### config.mk
export PLATFORM = sky130hd
export DESIGN_NAME = half_duplex_pad_ctrl
export DESIGN_NICKNAME = d
export VERILOG_FILES = /design/src/rtl/half_duplex_pad_ctrl.sv
export SDC_FILE = /design/constraint.sdc
export NUM_CORES = 1
export LEC_CHECK = 0
export CAP_MARGIN = 20
export CORE_MARGIN = 5
export CORE_UTILIZATION = 48
export CTS_CLUSTER_DIAMETER = 60
export DETAILED_ROUTE_END_ITERATION = 8
export GPL_ROUTABILITY_DRIVEN = 0
export HOLD_SLACK_MARGIN = 0.02
export PLACE_DENSITY = 0.81
export SKIP_CTS_REPAIR_TIMING = 1
export SYNTH_ARGS = -nofsm -noshare
export SYNTH_HDL_FRONTEND = slang
export SYNTH_SLANG_ARGS = --single-unit
### constraint.sdc
create_clock -name CLK -period 1.75 [get_ports CLK]
set_input_delay 0.2625 -clock CLK [delete_from_list [all_inputs] [get_ports CLK]]
set_output_delay 0.2625 -clock CLK [all_outputs]
set_load 0.01 [all_outputs]
### src/rtl/half_duplex_pad_ctrl.sv
// Half-duplex sequencer for one tristate pad: drives a word MSB first, releases the pad
// for a turnaround gap, then samples an equal-length response and strobes it out.
module half_duplex_pad_ctrl #(
  parameter int DATA_WIDTH  = 8,
  parameter int BIT_CYCLES  = 4,
  parameter int TURN_CYCLES = 2
) (
  input  logic                  CLK,
  input  logic                  RST,
  input  logic [DATA_WIDTH-1:0] TX_DATA,
  input  logic                  TX_VALID,
  output logic                  TX_READY,
  output logic [DATA_WIDTH-1:0] RX_DATA,
  output logic                  RX_VALID,
  output logic                  BUSY,
  output logic                  PAD_I,
  output logic                  PAD_T,
  input  logic                  PAD_O
);
  // state | meaning
  // IDLE  | pad released, waiting for TX_VALID
  // DRIVE | pad driven with the TX word, MSB first
  // TURN  | pad released, far end takes over the line
  // RECV  | pad released, response sampled mid-bit
  typedef enum logic [1:0] {IDLE, DRIVE, TURN, RECV} state_t;

  localparam int CNT_MAX = (BIT_CYCLES > TURN_CYCLES) ? BIT_CYCLES : TURN_CYCLES;
  localparam int CNT_W   = $clog2(CNT_MAX) + 1;
  localparam int BIT_W   = $clog2(DATA_WIDTH) + 1;

  localparam logic [CNT_W-1:0] BIT_LOAD   = CNT_W'(BIT_CYCLES - 1);
  localparam logic [CNT_W-1:0] TURN_LOAD  = CNT_W'(TURN_CYCLES - 1);
  localparam logic [CNT_W-1:0] SAMPLE_CNT = CNT_W'(BIT_CYCLES / 2 - 1);
  localparam logic [BIT_W-1:0] WORD_LOAD  = BIT_W'(DATA_WIDTH - 1);

  state_t                  state_q, state_d;
  logic [CNT_W-1:0]        cyc_q, cyc_d;
  logic [BIT_W-1:0]        bit_q, bit_d;
  logic [DATA_WIDTH-1:0]   tx_sh_q, tx_sh_d;
  logic [DATA_WIDTH-1:0]   rx_sh_q, rx_sh_d;
  logic [DATA_WIDTH-1:0]   rx_shift;
  logic [DATA_WIDTH-1:0]   rx_data_d;
  logic                    rx_valid_d;
  logic                    sync_q;

  assign TX_READY = (state_q == IDLE);

  always_comb begin
    state_d    = state_q;
    cyc_d      = cyc_q;
    bit_d      = bit_q;
    tx_sh_d    = tx_sh_q;
    rx_sh_d    = rx_sh_q;
    rx_data_d  = RX_DATA;
    rx_valid_d = 1'b0;
    rx_shift   = (rx_sh_q << 1) | DATA_WIDTH'(sync_q);
    case (state_q)
      IDLE: begin
        if (TX_VALID) begin
          state_d = DRIVE;
          tx_sh_d = TX_DATA;
          rx_sh_d = '0;
          cyc_d   = BIT_LOAD;
          bit_d   = WORD_LOAD;
        end
      end
      DRIVE: begin
        if (cyc_q == '0) begin
          cyc_d = BIT_LOAD;
          if (bit_q == '0) begin
            state_d = TURN;
            cyc_d   = TURN_LOAD;
          end else begin
            bit_d   = bit_q - BIT_W'(1);
            tx_sh_d = tx_sh_q << 1;
          end
        end else begin
          cyc_d = cyc_q - CNT_W'(1);
        end
      end
      TURN: begin
        if (cyc_q == '0) begin
          state_d = RECV;
          cyc_d   = BIT_LOAD;
          bit_d   = WORD_LOAD;
        end else begin
          cyc_d = cyc_q - CNT_W'(1);
        end
      end
      RECV: begin
        // The shift at cycle index BIT_CYCLES/2 takes the synchronizer's copy of the prior cycle.
        if (cyc_q == SAMPLE_CNT) rx_sh_d = rx_shift;
        if (cyc_q == '0) begin
          cyc_d = BIT_LOAD;
          if (bit_q == '0) begin
            state_d    = IDLE;
            rx_data_d  = rx_sh_d;
            rx_valid_d = 1'b1;
          end else begin
            bit_d = bit_q - BIT_W'(1);
          end
        end else begin
          cyc_d = cyc_q - CNT_W'(1);
        end
      end
      default: state_d = IDLE;
    endcase
  end

  always_ff @(posedge CLK or posedge RST) begin
    if (RST) begin
      state_q  <= IDLE;
      cyc_q    <= '0;
      bit_q    <= '0;
      tx_sh_q  <= '0;
      rx_sh_q  <= '0;
      sync_q   <= 1'b0;
      RX_DATA  <= '0;
      RX_VALID <= 1'b0;
      BUSY     <= 1'b0;
      PAD_I    <= 1'b1;
      PAD_T    <= 1'b1;
    end else begin
      state_q  <= state_d;
      cyc_q    <= cyc_d;
      bit_q    <= bit_d;
      tx_sh_q  <= tx_sh_d;
      rx_sh_q  <= rx_sh_d;
      sync_q   <= PAD_O;
      RX_DATA  <= rx_data_d;
      RX_VALID <= rx_valid_d;
      BUSY     <= (state_d != IDLE);
      PAD_T    <= (state_d != DRIVE);
      PAD_I    <= (state_d == DRIVE) ? tx_sh_d[DATA_WIDTH-1] : 1'b1;
    end
  end
endmodule

# Word-level counts from Yosys, hierarchy flattened
# Cells that the tools add are included.
# word_totals
reg_bits,38
out_inout_bits,13
wordCells,67
# classes
n_addsub,2
eq_ne,12
n_mux,28
n_bitwise,1
reduce_logical,12
# op_table
operator,n
$mux W8,5
$pmux W8 S2,2
$mux W4,4
$mux W2,7
$pmux W4 S3,1
$ne A2 B2 Y1 const B,5
$mux W3,3
$pmux W3 S3,1
$or A8 B1 Y8,1
$pmux W2 S4,1
$reduce_and A4 Y1,2
$reduce_bool A2 Y1,3
$eq A2 B1 Y1 const B,2
$eq A2 B2 Y1 const B,2
$logic_not A4 Y1,1
$mux W1,4
$ne A2 B1 Y1 const B,2
$reduce_or A2 Y1,2
$sub A4 B1 Y4 const B,1
$eq A3 B1 Y1 const B,1
$logic_not A3 Y1,1
$reduce_and A3 Y1,1
$sub A3 B1 Y3 const B,1
$logic_not A2 Y1,1
$reduce_and A2 Y1,1

# Logic depth before layout (Yosys ltp)
# depth
ltp_word,6
ltp_mapped,8
depth_no_buf,6

# Worst setup path after synthesis
# No wires, ideal clock.
# synth_timing
kind,flip-flop to flip-flop
startpoint,register bit_q[0]
endpoint,register tx_sh_q[7]
setup_time_ps,123
t_arrival_ps,1505
t_required_ps,1627
slack_ps,122
path_stages_with_launch,8
path_buffers,1
path_cell_list,dfrtp_1 -> inv_1 -> ha_1 -> or3b_4 -> and4_4 -> buf_6 -> a22oi_4 -> nand2_1
# synth_between
elab_chain_cells,4
# synth_rtl
item,line,source
"start, declared",38,"logic [BIT_W-1:0] bit_q, bit_d;"
"start signal, assigned",126,bit_q <= bit_d;
$logic_not A4 Y1,70,if (bit_q == '0) begin
$mux W8,70,
$mux W8,68,if (cyc_q == '0) begin
$pmux W8 S2,57,case (state_q)
net tx_sh_d[7],39,"logic [DATA_WIDTH-1:0] tx_sh_q, tx_sh_d;"
"end signal, assigned",127,tx_sh_q <= tx_sh_d;
"end, declared",39,
# The timed path passes the listed nets, and every way through them passes these cells. The select of a mux whose other input is x is not followed.
# A chain may end at the register's enable or synchronous reset.

# Final worst setup path
# layout_timing
startpoint,register bit_q[0]
endpoint,register tx_sh_q[5]
# layout_between
elab_chain_cells,3
# layout_rtl
item,line
$logic_not A4 Y1,70
$ne A2 B2 Y1 (no source line),-
$reduce_and A4 Y1 (no source line),-
# Every way passes these cells.

==> results.json <==
{
  "critical_path_required_ps": 1980,
  "row_count": 22,
  "setup_tns_ps": 0,
  "layout-drive-gt1-share_pct": 23.2,
  "reg2reg_slack_ps": 70,
  "cts_buffers": 5,
  "fmax_ghz": 0.596,
  "synth_top_family_by_area": "compound AO/OA/AOI/OAI gates",
  "placedCellCount": 229,
  "ys_seq_area_share_pct": 53.3,
  "path_clk_slew_ps": 70,
  "antenna_found_initial": 0,
  "r2r_cells": 6,
  "drt-initial-drc-count": 71,
  "setup_ws_ps": 72.4,
  "grt_max_degree": 39,
  "crit_path_start": "bit_q[0]",
  "detailedPlace.worstSlack_ps": -51.5,
  "area_delta_synth_final_pct": 27.1,
  "viasPerCell": 5.38,
  "start_kind": "flip-flop",
  "yosysTopAreaCell": "dfrtp_1",
  "synthesis.area_um2": 1790,
  "power_mw": 2.89,
  "postSynthNetCount": 172,
  "finClkSkew_ps": 5.21,
  "final-instance-count-excl-fill": 242,
  "synth-xor-area-share_pct": 0.490,
  "crit_type": "reg2reg",
  "cp_cell_sequence": "inv_2 > ha_4 > or3b_4 > a41oi_4 > nand2_1 > nand2_1",
  "crit_top_cell": "nand2_1",
  "ioPinCount": 25,
  "cts_buffer_depth": 2,
  "cp-end-kind": "flip-flop",
  "avgSynthCellArea_um2": 11.5,
  "grt_pass1_vias": 1329,
  "multi_input_area_um2": 790,
  "period_needed_ps": 1680,
  "synth_warnings": 0,
  "min_path_type": "in2async",
  "p_per_area_nw_per_um2": 1270,
  "status": "completed",
  "die_y_um": 71.1,
  "wl_per_cell_um": 14.7,
  "drv_cap": 0,
  "tritoncts": "built",
  "slew_viol_final": 0,
  "clk_latency_ps": 290,
  "final_antenna_net_count": 0,
  "nFillCells": 332,
  "vias": 1301,
  "initial_core_util_pct": 49.2,
  "synthDominantCellAreaShare_pct": 50.3,
  "synthTopCellsByArea": "dfrtp_1 50%, mux2i_1 5.6%, nand2_1 5.0%",
  "coreArea_um2": 3630,
  "grt_usage_pct": 14.9,
  "htreeDepth": 2,
  "drt_wl_total_um": 3550,
  "port_buffers": 24,
  "drc_errors": 0,
  "vdd_drop_max_uv": 924,
  "antennaDiodeCount": 0,
  "setup_viol": 0,
  "nets": 209,
  "grt_pass1_wl_um": 5970,
  "die_w_um": 71.1,
  "worstMarginPinSlew_ps": 464,
  "die_area_um2": 5050,
  "yosys.area_share.simple_pct": 15.9,
  "cp_slowest_cell": "dfrtp_1",
  "detail_route.first_pass.iterations": 4,
  "slew_headroom_pct": 69.0,
  "synth_compound_area_share_pct": 17.3,
  "ys_seq_elements": 38,
  "root_buffer": "clkbuf_8",
  "reg2reg_from": "bit_q[0]",
  "hold_violations": 0,
  "leakage_nw": 1.04,
  "grt_remaining_overflow": 0,
  "regArea_um2": 955,
  "arrival_ps": 1910,
  "syn_inst": 156,
  "clkSinkCount": 38,
  "fin_crit_sh_pct": 95.9,
  "slowest_delay_ps": 410,
  "synthMuxAreaShare_pct": 5.59,
  "yosys.area_share.adder_pct": 2.80,
  "synth.distinct_cells": 38,
  "critPathMaxFanout": 7,
  "hpwl_um": 2490
}
metrics by stage:
stage	utilization, %	hold WS, ps	area, µm²
floorplan	-	294	1790
global placement	58.0	453	2110
detailed placement	58.0	470	2110
CTS	60.6	384	2200
global route	62.6	390	2270
finish	62.6	381	2270
power by group:
group / total [mW] / internal (mW) / switching [mW]
Clock: 0.623 / 0.316 / 0.307
Sequential: 1.31 / 1.11 / 0.197
Combinational: 0.958 / 0.485 / 0.474
Total: 2.89 / 1.91 / 0.977
cells in the mapped netlist (all sizes together):
library cell / instances
nand2: 24
or2: 1
nor3: 1
xnor2: 1
nand2b: 2
a21oi: 3
buf: 8
a211oi: 1
or3: 3
nand4: 2
and4: 1
o21a: 1
a41oi: 1
nor2b: 3
mux2i: 10
nand3b: 2
dfrtp: 36
a22oi: 7
nor2: 5
a21o: 2
or3b: 1
nor3b: 2
a31oi: 1
ha: 4
inv: 7
a221oi: 1
a22o: 10
dfstp: 2
o21ai: 10
nor4: 2
and3: 2
metal layers:
metal | up-vias | global-route usage (%) | share of wire (%)
met1 | 640 | 17.3 | 42
met3 | 5 | 5.11 | 5.0
met5 | - | 0 | 0
met2 | 33 | 26.0 | 52
met4 | 0 | 4.38 | 1.0
li1 | 623 | - | -
final cells by class:
type | instances | share of cell area (%)
timing repair buffer | 38 | 15.3
sequential | 38 | 42.0
tap | 48 | 2.64
multi-input combinational | 103 | 34.7
inverter | 7 | 1.16
clock inverter | 2 | 0.550
clock buffer | 6 | 3.63
kinds of logic after synthesis:
family | after synthesis
xor+xnor | 1
buf+inv | 15
mux | 10
simple gates | 51
compound gates | 37
flops | 38
fa+ha+maj | 4
flip-flops by register name, indices dropped and copies added (netlist names):
name,flops
PAD_T,1
RX_VALID,1
sync_q,1
BUSY,1
cyc_q,3
RX_DATA,8
tx_sh_q,8
rx_sh_q,8
PAD_I,1
state_q,2
bit_q,4
path summary, 6_finish.rpt:
path,end
min,sync_q
max reg2reg,tx_sh_q[5]
min in group CLK,sync_q
max in group asynchronous,state_q[1]
max,tx_sh_q[5]
min reg2reg,RX_DATA[3]
worst max-delay path: cells and delay by family, from the launching register on:
family                     cells  cell delay [ps]
buffers and inverters          1              110
AOI/OAI and AO/OA              1              350
and+or+nand+nor                3              600
DFF                            1              410
adders and majority gates      1              150
layout by cell type (no fill, tap or decap), types with 3 or more instances in the layout:
master,n
dfrtp_1,35
or3_1,3
o21ai_1,3
a22oi_2,6
a22o_1,10
ha_1,3
nor2_1,3
clkbuf_8,6
mux2i_1,10
o21ai_0,7
nand2_1,23
inv_1,6
buf_4,14
clkdlybuf4s50_1,23
a21oi_1,3
Note: power is estimated with default switching activity, not from simulation.
